File: src/rtl/fastann_pkg.sv
// Shared definitions for the FastANN input loader: load-phase state encoding
// and the number of FIFO words that make up one record in each phase.
package fastann_pkg;

    // Load sequencer phases, in the order the FIFO delivers them.
    typedef enum logic [2:0] {
        ST_IDLE    = 3'd0,
        ST_NODES   = 3'd1,
        ST_LEAVES  = 3'd2,
        ST_QUERIES = 3'd3,
        ST_DONE    = 3'd4
    } load_state_e;

    // Internal node record: split dimension followed by median.
    localparam int unsigned NODE_WORDS = 2;

    // Leaf record: patch words followed by the original-image patch index.
    function automatic int unsigned leaf_words(input int unsigned patch_size);
        return patch_size + 1;
    endfunction

    // Query record: patch words only.
    function automatic int unsigned query_words(input int unsigned patch_size);
        return patch_size;
    endfunction

endpackage

File: src/rtl/input_load_ctrl_word_assembler.sv
// word_assembler: collects GROUP_LEN consecutive FIFO words into one record.
// Word 0 of the record ends up in the LSBs.
//   clk, rst_n : clock, synchronous active-low reset
//   clear      : discard any partial record
//   en         : a word is being consumed this cycle
//   word       : the word being consumed
//   last_c     : this consumed word completes the record (combinational)
//   group_c    : complete record including the current word (combinational)
module word_assembler #(
    parameter int unsigned DATA_WIDTH = 11,
    parameter int unsigned GROUP_LEN  = 2,
    localparam int unsigned GROUPW    = GROUP_LEN * DATA_WIDTH,
    localparam int unsigned CNTW      = (GROUP_LEN > 1) ? $clog2(GROUP_LEN) : 1
) (
    input  logic                  clk,
    input  logic                  rst_n,
    input  logic                  clear,
    input  logic                  en,
    input  logic [DATA_WIDTH-1:0] word,
    output logic                  last_c,
    output logic [GROUPW-1:0]     group_c
);

    logic [CNTW-1:0] cnt;

    assign last_c = en && (cnt == CNTW'(GROUP_LEN - 1));

    // Position of the next word within the record.
    always_ff @(posedge clk) begin
        if (!rst_n || clear) begin
            cnt <= '0;
        end else if (en) begin
            cnt <= last_c ? '0 : cnt + CNTW'(1);
        end
    end

    generate
        if (GROUP_LEN > 1) begin : g_shift
            // Only the earlier words need storage; the last one is taken live.
            logic [GROUPW-DATA_WIDTH-1:0] held;

            assign group_c = {word, held};

            always_ff @(posedge clk) begin
                if (!rst_n || clear) begin
                    held <= '0;
                end else if (en) begin
                    held <= group_c[GROUPW-1:DATA_WIDTH];
                end
            end
        end else begin : g_single
            assign group_c = word;
        end
    endgenerate

endmodule

File: src/rtl/input_load_ctrl.sv
// input_load_ctrl: drains the input FIFO after load_kdtree and distributes the
// word stream into k-d tree internal nodes, leaf patches and query patches.
//   clk, rst_n            : clock, synchronous active-low reset
//   load_kdtree           : start pulse, honoured in IDLE/DONE only
//   fifo_rdata/rempty_n   : FWFT FIFO head word and non-empty flag
//   fifo_deq              : pop the FIFO head this cycle (combinational)
//   node_*                : internal node write port (dim, median)
//   leaf_*                : leaf patch write port (leaf, slot, data, index)
//   query_*               : query patch write port
//   busy                  : a load is in progress
//   kdtree_done           : all leaf patches written (level)
//   queries_done          : all queries written (level)
module input_load_ctrl
    import fastann_pkg::*;
#(
    parameter int unsigned DATA_WIDTH  = 11,
    parameter int unsigned IDX_WIDTH   = 9,
    parameter int unsigned PATCH_SIZE  = 5,
    parameter int unsigned LEAF_SIZE   = 8,
    parameter int unsigned NUM_LEAVES  = 64,
    parameter int unsigned NUM_QUERYS  = 494,
    localparam int unsigned NUM_NODES  = NUM_LEAVES - 1,
    localparam int unsigned LEAF_ADDRW = $clog2(NUM_LEAVES),
    localparam int unsigned QADDRW     = $clog2(NUM_QUERYS),
    localparam int unsigned SLOTW      = $clog2(LEAF_SIZE),
    localparam int unsigned PATCHW     = PATCH_SIZE * DATA_WIDTH
) (
    input  logic                  clk,
    input  logic                  rst_n,
    input  logic                  load_kdtree,
    input  logic [DATA_WIDTH-1:0] fifo_rdata,
    input  logic                  fifo_rempty_n,
    output logic                  fifo_deq,
    output logic                  node_wen,
    output logic [LEAF_ADDRW-1:0] node_addr,
    output logic [DATA_WIDTH-1:0] node_dim,
    output logic [DATA_WIDTH-1:0] node_median,
    output logic                  leaf_wen,
    output logic [LEAF_ADDRW-1:0] leaf_addr,
    output logic [SLOTW-1:0]      leaf_slot,
    output logic [PATCHW-1:0]     leaf_wdata,
    output logic [IDX_WIDTH-1:0]  leaf_widx,
    output logic                  query_wen,
    output logic [QADDRW-1:0]     query_addr,
    output logic [PATCHW-1:0]     query_wdata,
    output logic                  busy,
    output logic                  kdtree_done,
    output logic                  queries_done
);

    localparam int unsigned LEAF_WORDS  = leaf_words(PATCH_SIZE);
    localparam int unsigned QUERY_WORDS = query_words(PATCH_SIZE);
    localparam int unsigned NODEGW      = NODE_WORDS * DATA_WIDTH;
    localparam int unsigned LEAFGW      = LEAF_WORDS * DATA_WIDTH;

    load_state_e state;

    logic [LEAF_ADDRW-1:0] node_cnt;
    logic [LEAF_ADDRW-1:0] leaf_cnt;
    logic [SLOTW-1:0]      slot_cnt;
    logic [QADDRW-1:0]     query_cnt;

    logic                  loading;
    logic                  start;
    logic                  node_last;
    logic                  leaf_last;
    logic                  query_last;
    logic [NODEGW-1:0]     node_group;
    logic [LEAFGW-1:0]     leaf_group;
    logic [PATCHW-1:0]     query_group;

    assign loading  = (state == ST_NODES) || (state == ST_LEAVES) || (state == ST_QUERIES);
    assign busy     = loading;
    assign fifo_deq = fifo_rempty_n && loading;
    assign start    = load_kdtree && ((state == ST_IDLE) || (state == ST_DONE));

    // One assembler per phase; each only advances while its phase is active.
    word_assembler #(.DATA_WIDTH(DATA_WIDTH), .GROUP_LEN(NODE_WORDS)) u_node_asm (
        .clk     (clk),
        .rst_n   (rst_n),
        .clear   (start),
        .en      (fifo_deq && (state == ST_NODES)),
        .word    (fifo_rdata),
        .last_c  (node_last),
        .group_c (node_group)
    );

    word_assembler #(.DATA_WIDTH(DATA_WIDTH), .GROUP_LEN(LEAF_WORDS)) u_leaf_asm (
        .clk     (clk),
        .rst_n   (rst_n),
        .clear   (start),
        .en      (fifo_deq && (state == ST_LEAVES)),
        .word    (fifo_rdata),
        .last_c  (leaf_last),
        .group_c (leaf_group)
    );

    word_assembler #(.DATA_WIDTH(DATA_WIDTH), .GROUP_LEN(QUERY_WORDS)) u_query_asm (
        .clk     (clk),
        .rst_n   (rst_n),
        .clear   (start),
        .en      (fifo_deq && (state == ST_QUERIES)),
        .word    (fifo_rdata),
        .last_c  (query_last),
        .group_c (query_group)
    );

    // The index word is wider than the stored index; its top bits are dropped.
    generate
        if (DATA_WIDTH > IDX_WIDTH) begin : g_idx_trunc
            logic unused_idx_hi;
            assign unused_idx_hi = ^leaf_group[LEAFGW-1:PATCHW+IDX_WIDTH];
        end
    endgenerate

    // Load sequencer with registered write ports and completion flags.
    always_ff @(posedge clk) begin
        if (!rst_n) begin
            state        <= ST_IDLE;
            node_cnt     <= '0;
            leaf_cnt     <= '0;
            slot_cnt     <= '0;
            query_cnt    <= '0;
            node_wen     <= 1'b0;
            node_addr    <= '0;
            node_dim     <= '0;
            node_median  <= '0;
            leaf_wen     <= 1'b0;
            leaf_addr    <= '0;
            leaf_slot    <= '0;
            leaf_wdata   <= '0;
            leaf_widx    <= '0;
            query_wen    <= 1'b0;
            query_addr   <= '0;
            query_wdata  <= '0;
            kdtree_done  <= 1'b0;
            queries_done <= 1'b0;
        end else begin
            node_wen  <= 1'b0;
            leaf_wen  <= 1'b0;
            query_wen <= 1'b0;

            unique case (state)
                ST_IDLE, ST_DONE: begin
                    if (load_kdtree) begin
                        state        <= ST_NODES;
                        node_cnt     <= '0;
                        leaf_cnt     <= '0;
                        slot_cnt     <= '0;
                        query_cnt    <= '0;
                        kdtree_done  <= 1'b0;
                        queries_done <= 1'b0;
                    end
                end

                ST_NODES: begin
                    if (node_last) begin
                        node_wen    <= 1'b1;
                        node_addr   <= node_cnt;
                        node_dim    <= node_group[DATA_WIDTH-1:0];
                        node_median <= node_group[NODEGW-1:DATA_WIDTH];
                        if (node_cnt == LEAF_ADDRW'(NUM_NODES - 1)) begin
                            state <= ST_LEAVES;
                        end else begin
                            node_cnt <= node_cnt + LEAF_ADDRW'(1);
                        end
                    end
                end

                ST_LEAVES: begin
                    if (leaf_last) begin
                        leaf_wen   <= 1'b1;
                        leaf_addr  <= leaf_cnt;
                        leaf_slot  <= slot_cnt;
                        leaf_wdata <= leaf_group[PATCHW-1:0];
                        leaf_widx  <= leaf_group[PATCHW +: IDX_WIDTH];
                        if (slot_cnt == SLOTW'(LEAF_SIZE - 1)) begin
                            slot_cnt <= '0;
                            if (leaf_cnt == LEAF_ADDRW'(NUM_LEAVES - 1)) begin
                                kdtree_done <= 1'b1;
                                state       <= ST_QUERIES;
                            end else begin
                                leaf_cnt <= leaf_cnt + LEAF_ADDRW'(1);
                            end
                        end else begin
                            slot_cnt <= slot_cnt + SLOTW'(1);
                        end
                    end
                end

                ST_QUERIES: begin
                    if (query_last) begin
                        query_wen   <= 1'b1;
                        query_addr  <= query_cnt;
                        query_wdata <= query_group;
                        if (query_cnt == QADDRW'(NUM_QUERYS - 1)) begin
                            queries_done <= 1'b1;
                            state        <= ST_DONE;
                        end else begin
                            query_cnt <= query_cnt + QADDRW'(1);
                        end
                    end
                end

                default: begin
                    state <= ST_IDLE;
                end
            endcase
        end
    end

endmodule

File: config.mk
export PLATFORM = sky130hd
export DESIGN_NAME = input_load_ctrl
export DESIGN_NICKNAME = d
export VERILOG_FILES = /design/src/rtl/fastann_pkg.sv /design/src/rtl/input_load_ctrl_word_assembler.sv /design/src/rtl/input_load_ctrl.sv
export SDC_FILE = /design/constraint.sdc
export NUM_CORES = 1
export LEC_CHECK = 0
export ABC_AREA = 0
export CAP_MARGIN = 40
export CORE_MARGIN = 2
export CORE_UTILIZATION = 55
export DETAILED_ROUTE_END_ITERATION = 7
export GPL_TIMING_DRIVEN = 0
export PLACE_DENSITY_LB_ADDON = 0.25
export SYNTH_ARGS = -nofsm -noshare
export SYNTH_HDL_FRONTEND = slang
export SYNTH_HIERARCHICAL = 1
export SYNTH_SLANG_ARGS = --single-unit
export TNS_END_PERCENT = 1
File: constraint.sdc
create_clock -name clk -period 4.9 [get_ports clk]
set_input_delay 0.98 -clock clk [delete_from_list [all_inputs] [get_ports clk]]
set_output_delay 0.98 -clock clk [all_outputs]
set_load 0.005 [all_outputs]
==> key figures, run 1 <==
Route
  – Antenna-violating nets left: 0
  – Routed vias: 10070
  – Drt total wl: 31.7 mm
  – Drt pass-1 iters: 5
  – DR WL/cell: 17.0 um
  – Iter 0 DRT Violations: just under 600
  – DRC Markers: 0
  – Drt via density: about 5.4

Timing
  – Unrepaired setup endpoints after global routing: false
  – TNS Setup: 0 ps
  – Final Max Tran Viols: 0
  – Slack of the critical path: around 1600 ps
  – FMAX: ~0.3 GHz
  – Max_slew headroom: between 50 and 60%
  – Worst Skew: about 8.6 ps
  – Final setup viols: 0
  – Post-route minimum period: ~3300 ps
  – Final hold viol count: 0
  – Final Cycle Share: a little under 70%
  – Worst-Margin Slew: a little over 700 ps

Outcome
  – Status: complete, no violations

Worst setup path
  – Crit path DAT: 2320 ps
  – CP required: roughly 3900 ps
  – Setup crit start kind: primary input
  – Max FO, Critical Path: 4
  – Setup CP Type: in2out
  – Setup crit end kind: primary output

Finish
  – Filler cells: between 1500 and 2000
  – Post-Route Utilization: ~72%
  – Final std cells w/o fill: between 1500 and 2000
  – Ant. Diodes: 0
  – Share of cells above drive strength 1: a little under a tenth
  – Nets: between 1500 and 2000
  – Design Area, Final: between 15000 and 20000 um2
  – Layout area overhead: 27.0%

Placed design
  – PortBufs: between 150 and 200
  – DP HPWL: about 22 mm
  – GP Congestion: about 0.9
  – Inst Count DP: around 1800
  – DP Area: around 14000 um2
  – Dpl ws: ~1300 ps

Synthesis
  – YS warnings: 6
  – Syn Nets: between 1000 and 1500
  – Post-Synthesis Cells: 1348
  – Cell area after synthesis: roughly 12000 um2
  – Syn Area/Cell: between 8 and 9 um2

Floorplanning
  – Row count: 53
  – Die width: around 150 um
  – Die area: about 23000 um2
  – Initial Util: a little under three fifths
  – I/O pin count: around 190
  – Core area: between 20000 and 25000 um2
  – Die Height: between 150 and 200 um

Global route
  – Largest net degree at the start of global routing: 16
  – Vias in the first global route: between 9000 and 10000
  – GRT Resource Usage Total: a little over a quarter
  – Initial antenna violation count: 0
  – First-pass GRT wire length: just under 50 mm
  – Total grt overflow: 0

Clock tree
  – CTS buffer count: 31
  – Post-CTS sizing: 0
  – Clock transition at path regs: about 60 ps
  – CTS tree: yes
  – Root buf cell: clkbuf_16
  – CTS Sinks: 314
  – H-tree depth: 1
  – Clock Latency Late Sink: between 500 and 600 ps
  – Hold_buf cts: 0
  – Worst-case clock buffer depth: 3
  – Post-CTS setup buffers: 0

Hold path
  – Min-Delay Path Class: reg2reg

Pwr
  – Leak Pwr: 5.09 nW
  – Clock share of power: a little under half
  – Reg power frac: between 50% and 60%
  – Sw frac: between 20% and 30%
  – Combinational share of power: approximately 3%
  – VDD IR-drop max: around 0.26 mV
  – Internal: 0.00396 W
  – Ratio of total power to cell area: 334 nW/um2
  – Switching Power: 0.00109 W

Run
  – Max-Cap Viols: 0
-- cells in the final DEF (no fill, tap or decap), types with 3 or more instances in the layout --
cell type,n
and3_1,9
nand2_1,357
clkbuf_16,31
clkbuf_1,41
mux2i_1,118
and2_1,4
o311a_1,3
ha_1,11
dfxtp_1,314
a211oi_1,5
o221a_2,3
buf_2,33
buf_4,41
nor2_1,128
clkbuf_8,6
clkinvlp_4,3
a21oi_1,182
o21a_1,4
buf_12,3
clkinv_2,8
buf_6,5
or3_1,8
nand2b_1,4
nor3_1,9
clkdlybuf4s50_1,186
nand3_1,14
inv_1,11
o21ai_0,10
-- power by group through the flow --
stage / Combinational [W] / Sequential, W / Clock [W]
after floorplan: 0.0000890 / 0.00262 / 0
after global placement: 0.000149 / 0.00262 / 0
after detailed placement: 0.000150 / 0.00262 / 0
after CTS: 0.000151 / 0.00256 / 0.00235
after global routing: 0.000162 / 0.00256 / 0.00245
final: 0.000153 / 0.00256 / 0.00234
-- flip-flops by register name, summed over array words and instances, names as in the netlist, 9 cells and up --
register / count
leaf_wdata: 55
leaf_widx: 9
u_query_asm/g_shift.held: 44
query_addr: 9
query_cnt: 9
query_wdata: 55
node_median: 11
u_leaf_asm/g_shift.held: 55
u_node_asm/g_shift.held: 11
node_dim: 11
-- final timing paths --
kind / start / end / slack (ps) / cells after the start
max reg2reg: state[0] / leaf_wdata[18] / 2020 / 11
min: node_median[7] / node_median[7] / 450 / 2
min reg2reg: node_median[7] / node_median[7] / 450 / 2
max: fifo_rempty_n / fifo_deq / 1600 / 3
-- worst max-delay path, cell delays in order --
cell and delay, ps:
clkdlybuf4s50_1 670, and2_1 180, clkdlybuf4s50_1 490
-- per-stage QoR --
step,power (W),hold slack [ps]
global placement,0.00277,440
global route,0.00517,469
CTS,0.00506,455
floorplan,0.00271,431
finish,0.00505,451
detailed placement,0.00277,445
-- layout make-up --
| type | instances | area, um2 | share of cell area (%) |
|---|---|---|---|
| Multi-Input combinational cell | 901 | 4810 | 31.9 |
| Timing Repair Buffer | 186 | 1860 | 12.3 |
| Clock buffer | 41 | 873 | 5.78 |
| Tap cell | 275 | 344 | 2.28 |
| Buffer | 121 | 747 | 4.95 |
| Sequential cell | 314 | 6290 | 41.6 |
| Clock inverter | 14 | 131 | 0.870 |
| Inverter | 12 | 45.0 | 0.298 |
-- per-layer routing --
| metal | vias to the layer above | GRT usage [%] | part of all wire [%] |
|---|---|---|---|
| met3 | 64 | 4.58 | 7.4 |
| met1 | 4759 | 35.4 | 42 |
| met5 | - | 0 | 0 |
| li1 | 4864 | - | - |
| met4 | 0 | 7.62 | 2.5 |
| met2 | 383 | 46.7 | 48 |
No activity file was read; power rests on OpenSTA's default activity.
==> inputs of run 2 (changes only) <==
--- a/config.mk
+++ b/config.mk
@@ -8,7 +8,7 @@
 export ABC_AREA = 0
 export CAP_MARGIN = 40
 export CORE_MARGIN = 2
-export CORE_UTILIZATION = 55
+export CORE_UTILIZATION = 48
 export DETAILED_ROUTE_END_ITERATION = 7
 export GPL_TIMING_DRIVEN = 0
 export PLACE_DENSITY_LB_ADDON = 0.25
==> constraint.sdc (replaced) <==
create_clock -name clk -period 2.87 [get_ports clk]
set_input_delay 0.574 -clock clk [delete_from_list [all_inputs] [get_ports clk]]
set_output_delay 0.574 -clock clk [all_outputs]
set_load 0.005 [all_outputs]
==> run 2 against run 1 <==
  * Sequential cell count stayed put
  * Combinational power up 73%
  * Sequential power up 71%
  * Worst setup slack got worse by 1400 ps
  * Clock power increased by 88%
  * Global-route usage decreased by 3.3 points
  * Critical path depth up 6
  * First-iteration DRC count increased by 16%
  * Largest power group is now clock
  * Highest routed layer unchanged
==> key figures, run 2 (same netlist as run 1, synthesis figures left out) <==
Placed design
  – Inst Count DP: 1858 (+2.7%)
  – GP Congestion: 0.887 (-1.9%)
  – DP HPWL: 22.5 mm (+3.0%)
  – PortBufs: 186 (unchanged)
  – DP Area: 14200 um2 (+0.43%)

Global route
  – GR peak layer: met2
  – GRT Resource Usage Total: 23.8% (-3.3 points)
  – Total grt overflow: 0 (unchanged)
  – Largest net degree at the start of global routing: 14 (-2)
  – First-pass GRT wire length: 49.8 mm (+1.3%)
  – GRT met2 Usage: 40.8% (-5.9 points)
  – Vias in the first global route: 9437 (-2.0%)
  – Initial antenna violation count: 1 (+1)
  – Grt met3 use: 4.62% (+0.044 points)
  – M1 GR Usage: 30.3% (-5.0 points)

Worst setup path
  – Reg2reg path depth: 11 (unchanged)
  – Reg2reg end: leaf_wdata[19]
  – Slowest cell on crit path: clkdlybuf4s50_1
  – Setup CP Type: in2reg
  – Reg2Reg Launch Point: state[0]
  – Crit path DAT: 3140 ps (+820 ps)
  – CP required: 3310 ps (-610 ps)
  – CP peak stage delay: 600 ps (-70 ps)
  – CP Cell Sequence: clkdlybuf4s50_1 > nor4bb_1 > buf_6 > buf_12 > and2_2 > nand4bb_1 > clkbuf_1 > nor3_1 > o31a_1
  – FF-to-FF setup slack: 200 ps (-1820 ps)
  – Setup crit end kind: register
  – Top delay family on crit path: buffers and inverters
  – Bufs and invs on worst path: 4 (+2)
  – Setup crit start kind: primary input
  – Max FO, Critical Path: 10 (+6)

Timing
  – Unrepaired setup endpoints after global routing: false
  – Worst Skew: 8.23 ps (-0.338 ps)
  – Final hold viol count: 0 (unchanged)
  – Final Max Tran Viols: 0 (unchanged)
  – Max_slew headroom: 48.5% (-3.8 points)
  – Hold WS: 451 ps (-0.0760 ps)
  – FMAX: roughly 0.37 GHz
  – Worst-Margin Slew: 773 ps (+57.6 ps)
  – Post-route minimum period: roughly 2700 ps
  – Final setup viols: 0 (unchanged)
  – Final Cycle Share: between 90% and 100%

Finish
  – Share of cells above drive strength 1: 9.35% (-0.029 points)
  – Most common cell after layout, fill and taps aside: nand2_1
  – Nets: 1597 (+0.25%)
  – Design Area, Final: 15300 um2 (+1.4%)
  – Final std cells w/o fill: 1919 (+3.0%)
  – Post-Route Utilization: 63.0% (-8.6 points)
  – Layout area overhead: 28.8%
  – Largest regs: leaf_wdata (55), query_wdata (55), u_leaf_asm/g_shift.held (55)
  – Filler cells: 2094 (+29%)
  – Most frequent cells in the layout: nand2_1 (357), dfxtp_1 (314), clkdlybuf4s50_1 (186)

Pwr
  – Sw frac: 20.6% (-0.93 points)
  – Clock share of power: 48.8% (+2.5 points)
  – Internal: 0.00719 W (+81%)
  – Reg power frac: 48.3% (-2.4 points)
  – Total power: 0.00905 W (+79%)
  – Combinational share of power: 2.9% (about the same)
  – Switching Power: 0.00187 W (+71%)
  – Leak Pwr: 5.16 nW (+1.5%)
  – VDD IR-drop max: 0.382 mV (+46%)
  – Ratio of total power to cell area: 591 nW/um2 (+77%)

Floorplanning
  – Initial Util: 48.9% (-7.5 points)
  – Die Height: 161 um (+6.9%)
  – Row count: 57 (+7.5%)
  – Core area: 24300 um2 (+15%)
  – Die width: 161 um (+6.9%)
  – Die area: 26000 um2 (+14%)
  – I/O pin count: 187 (unchanged)

Route
  – DRC Markers: 0 (unchanged)
  – Drt pass-1 iters: 5 (unchanged)
  – Routed vias: 9862 (-2.1%)
  – DR WL/cell: 16.6 um (-2.5%)
  – Drt via density: 5.14 (-4.9%)
  – Drt total wl: 31.8 mm (+0.38%)
  – Iter 0 DRT Violations: 688 (+16%)
  – Antenna-violating nets left: 0 (unchanged)

Hold path
  – Hold Path Sink: query_wdata[15]
  – Worst Hold Depth: 2 (unchanged)
  – Min-Delay Path Class: reg2reg
  – Min-delay src: query_wdata[15]

Clock tree
  – CTS Sinks: 314 (unchanged)
  – H-tree depth: 2 (+1)
  – Clock transition at path regs: 60 ps (about the same)
  – Clock Latency Late Sink: 500 ps (-50 ps)
  – Worst-case clock buffer depth: 3 (unchanged)
  – CTS buffer count: 34 (+9.7%)
  – CTS tree: yes
  – Root buf cell: clkbuf_16

Outcome
  – Status: complete, no violations

Run
  – Max-Cap Viols: 0 (unchanged)
run 2: cell count changes in the layout (fill, tap and decap cells not counted), sizes merged:
cell and delta:
clkbuf +14, inv -1, diode +1, clkinvlp -3
clkinv -5
run 2: what timing repair did:
| action | in CTS | in global routing |
|---|---|---|
| setup endpoints to repair | 19 | 6 |
| setup buffers | 1 | 0 |
| pin swaps | 1 | 0 |
| hold buffers | 0 | 0 |
| resized for setup | 0 | 1 |
run 2: area by class of cell:
type	count	area, um2	share of cell area (%)
multi-input cells	901	4810	31.4
clock buffers	54	1070	6.99
well taps	324	405	2.65
inverters	12	45.0	0.294
clock inverters	5	75.1	0.490
diodes	1	2.50	0.0163
plain buffers	121	749	4.89
flip-flops and latches	314	6290	41.1
repair buffers	187	1870	12.2
run 2: per-stage QoR:
step	setup slack (ps)	setup TNS [ps]
floorplan	581	0
global placement	-385	-25820
detailed placement	-363	-24240
CTS	147	0
global route	3.87	0
finish	171	0
run 2: power groups by stage:
| stage | registers, W | logic (W) | clock network [W] |
|---|---|---|---|
| floorplan | 0.00447 | 0.000152 | 0 |
| global placement | 0.00447 | 0.000257 | 0 |
| detailed placement | 0.00447 | 0.000260 | 0 |
| CTS | 0.00437 | 0.000262 | 0.00449 |
| global route | 0.00437 | 0.000280 | 0.00467 |
| finish | 0.00437 | 0.000264 | 0.00441 |
run 2: how the worst max path moves through the flow:
stage | startpoint | to | cells past startpoint
finish | fifo_rempty_n | state[1] | 9
global route | state[0] | leaf_wdata[18] | 11
CTS | fifo_rempty_n | leaf_wdata[18] | 10
detailed placement | fifo_rempty_n | leaf_wdata[19] | 10
global placement | fifo_rempty_n | leaf_wdata[19] | 10
floorplan | state[2] | leaf_cnt[4] | 10
run 2: worst register-to-register path, cell delays in order, from the launching register on:
cell      delay [ps]
dfxtp_1          330
buf_6            150
nor3b_4          200
and2_1           150
buf_4            150
buf_6            170
and3_1           310
and4bb_2         370
clkbuf_4         260
buf_2            270
nand2_1          110
a21oi_1          130
run 2: layer usage:
layer / wire length [um] / vias up / share of wire [%]
met5: 0 / - / 0
met3: 1780 / 51 / 5.6
li1: - / 4881 / -
met2: 15400 / 304 / 48
met4: 760 / 0 / 2.4
met1: 13800 / 4626 / 44
==> inputs of run 3 (changes only) <==
--- a/config.mk
+++ b/config.mk
@@ -12,8 +12,8 @@
 export DETAILED_ROUTE_END_ITERATION = 7
 export GPL_TIMING_DRIVEN = 0
 export PLACE_DENSITY_LB_ADDON = 0.25
+export SKIP_CTS_REPAIR_TIMING = 1
 export SYNTH_ARGS = -nofsm -noshare
 export SYNTH_HDL_FRONTEND = slang
-export SYNTH_HIERARCHICAL = 1
 export SYNTH_SLANG_ARGS = --single-unit
 export TNS_END_PERCENT = 1
==> run 3 against run 2 <==
  * Synthesized cell count grew 5.3%
  * Combinational power grew 87%
  * Sequential share of layout area grew 0.30 points
  * Clock-buffer cell count grew 2
  * Clock power grew 2%
  * Area after synthesis shrank 1.0%
  * Clock skew grew 7.6 ps
  * Final area shrank 0.74%
  * Critical path depth shrank 5
  * Die area shrank 1.0%
  * Critical path type is now reg2out
  * Largest power group unchanged
  * Highest routed layer unchanged
==> key figures, run 3 <==
Synthesis
  – Primary FF master, synth: dfxtp_1
  – Top cells by count, synth: nand2_1 (575), dfxtp_1 (314), a21boi_0 (167)
  – Synth top area share: between 50% and 60%
  – Syn Nets: 1445 (+5.2%)
  – Largest cells by area after synthesis: dfxtp_1 (53%), nand2_1 (18%), a21boi_0 (11%)
  – Syn Area/Cell: 8.29 um2 (-6.0%)
  – #FFs+latches synth: around 310
  – Distinct cells, synth: between 40 and 50
  – Most numerous cell in the Yosys netlist: nand2_1
  – Ys async rst share: 0%
  – YS warnings: 0 (-6)
  – Synth area leader: dfxtp_1
  – Post-Synthesis Cells: 1419 (+5.3%)
  – Number of synthesized flops with an enable pin: 0
  – Cell area after synthesis: 11800 um2 (-1.0%)
  – Sequential fraction of the synthesis area: 53.4%

Worst setup path
  – Max FO, Critical Path: 10 (unchanged)
  – Setup crit end kind: primary output
  – Setup CP Type: reg2out
  – Reg2Reg Launch Point: state[1]
  – CP required: 2300 ps (-1010 ps)
  – Setup crit start kind: register
  – Crit. Startpoint: state[0]
  – Crit path DAT: 2090 ps (-1050 ps)

Timing
  – Worst-Margin Slew: 644 ps (-129 ps)
  – Final setup viols: 0 (unchanged)
  – FMAX: 0.375 GHz (+1.1%)
  – Final Cycle Share: 93.0% (-1.1 points)
  – Max_slew headroom: 57.1% (+8.6 points)
  – Hold WS: 455 ps (+3.30 ps)
  – Worst Skew: 15.8 ps (+7.56 ps)
  – Final hold viol count: 0 (unchanged)
  – Post-route minimum period: 2670 ps (-30.6 ps)
  – Unrepaired setup endpoints after global routing: false
  – Final Max Tran Viols: 0 (unchanged)

Pwr
  – Sw frac: 22.1% (+1.4 points)
  – Total power: 0.00940 W (+3.9%)
  – Internal: 0.00733 W (+2.0%)
  – Combinational share of power: 5.2% (+2.3 points)
  – Ratio of total power to cell area: 619 nW/um2 (+4.6%)
  – Switching Power: 0.00207 W (+11%)
  – Reg power frac: 46.9% (-1.4 points)
  – Leak Pwr: 4.88 nW (-5.5%)
  – Clock share of power: 47.9% (-0.9 points)
  – VDD IR-drop max: 0.385 mV (+0.84%)

Global route
  – Initial antenna violation count: 0 (-1)
  – GRT Resource Usage Total: 23.7% (-0.091 points)
  – Vias in the first global route: 9558 (+1.3%)
  – Largest net degree at the start of global routing: 15 (+1)
  – Total grt overflow: 0 (unchanged)
  – First-pass GRT wire length: 49.5 mm (-0.67%)

Route
  – Drt pass-1 iters: 6 (+1)
  – Antenna-violating nets left: 0 (unchanged)
  – Drt via density: 5.08 (-1.2%)
  – Routed vias: 10095 (+2.4%)
  – Iter 0 DRT Violations: 611 (-11%)
  – DRC Markers: 0 (unchanged)
  – DR WL/cell: 15.7 um (-5.4%)
  – Drt total wl: 31.2 mm (-2.0%)

Floorplanning
  – Core area: 24200 um2 (-0.59%)
  – Die width: 161 um (-0.50%)
  – Die area: 25800 um2 (-1.0%)
  – I/O pin count: 187 (unchanged)
  – Die Height: 161 um (-0.50%)
  – Row count: 57 (unchanged)
  – Initial Util: 48.7% (-0.21 points)

Finish
  – Ant. Diodes: 0 (-1)
  – Filler cells: 2061 (-1.6%)
  – Share of cells above drive strength 1: 5.59% (-3.8 points)
  – Nets: 1666 (+4.3%)
  – Layout area overhead: 29.2%
  – Post-Route Utilization: 62.9% (-0.094 points)
  – Most common cell after layout, fill and taps aside: nand2_1
  – Final std cells w/o fill: 1989 (+3.6%)
  – Most frequent cells in the layout: nand2_1 (575), dfxtp_1 (314), clkdlybuf4s50_1 (184)
  – Largest regs: leaf_wdata (55), query_wdata (55), u_leaf_asm.g_shift.held (55)
  – Design Area, Final: 15200 um2 (-0.74%)

Hold path
  – Min-delay src: u_query_asm.g_shift.held[4]
  – Min-Delay Path Class: reg2reg

Clock tree
  – Worst-case clock buffer depth: 3 (unchanged)
  – Clock transition at path regs: 60 ps (about the same)
  – CTS buffer count: 34 (unchanged)
  – CTS Sinks: 314 (unchanged)
  – H-tree depth: 2 (unchanged)
  – Clock Latency Late Sink: 500 ps (about the same)
  – CTS tree: yes
  – Root buf cell: clkbuf_16

Placed design
  – GP Congestion: 0.886 (-0.10%)
  – DP HPWL: 22.3 mm (-0.78%)
  – DP Area: 14000 um2 (-0.92%)
  – Inst Count DP: 1928 (+3.8%)
  – PortBufs: 184 (-1.1%)

Run
  – Max-Cap Viols: 0 (unchanged)

Outcome
  – Status: complete, no violations
[run 3: worst paths after layout]
kind | slack [ps] | to | cells past startpoint
worst max-delay path | 200 | fifo_deq | 4
worst min register to register | 450 | u_query_asm.g_shift.held[4] | 2
worst min-delay path | 450 | u_query_asm.g_shift.held[4] | 2
worst max register to register | 610 | node_cnt[2] | 6
[run 3: worst max-delay path, stage by stage (launching register included)]
cell,delay [ps]
dfxtp_1,380
buf_2,240
nor2_1,110
nor3b_1,300
clkdlybuf4s50_1,560
[run 3: routing by layer]
layer  GRT usage (%)  vias to the layer above  share of wire [%]
li1                -                     5073                  -
met1            32.9                     4700                 47
met2            37.8                      270                 45
met3            3.69                       52                5.1
met4            8.60                        0                3.0
met5               0                        -                  0
[run 3: cell families after synthesis]
logic type,count (synthesis),synth area share [%]
adder cells (fa/ha/maj),11,1.17
AND/OR/NAND/NOR,659,22.8
flip-flops,314,53.4
buffers and inverters,107,3.96
XOR/XNOR,15,1.12
AO/OA/AOI/OAI,313,17.5
[run 3: layout make-up]
| class | instances | area (um2) | area share (%) |
|---|---|---|---|
| inverter | 7 | 26.3 | 0.173 |
| clock buffer | 56 | 1100 | 7.22 |
| multi-input combinational | 998 | 5010 | 33.0 |
| timing repair buffer | 185 | 1850 | 12.2 |
| buffer | 100 | 439 | 2.89 |
| sequential | 314 | 6290 | 41.4 |
| clock inverter | 5 | 77.6 | 0.510 |
| tap | 324 | 405 | 2.67 |
[run 3: power by group through the flow]
stage / logic (W) / registers (W) / clock network [W]
2_1_floorplan: 0.000310 / 0.00450 / 0
4_1_cts: 0.000487 / 0.00441 / 0.00456
3_5_place_dp: 0.000483 / 0.00450 / 0
5_1_grt: 0.000535 / 0.00441 / 0.00475
3_3_place_gp: 0.000479 / 0.00450 / 0
6_report: 0.000493 / 0.00441 / 0.00450
[run 3: metrics by stage]
stage               TNS (ps)  setup slack [ps]
floorplan                  0               948
global placement       -2140             -83.8
detailed placement     -2930             -94.5
CTS                        0               199
global route               0               148
finish                     0               202
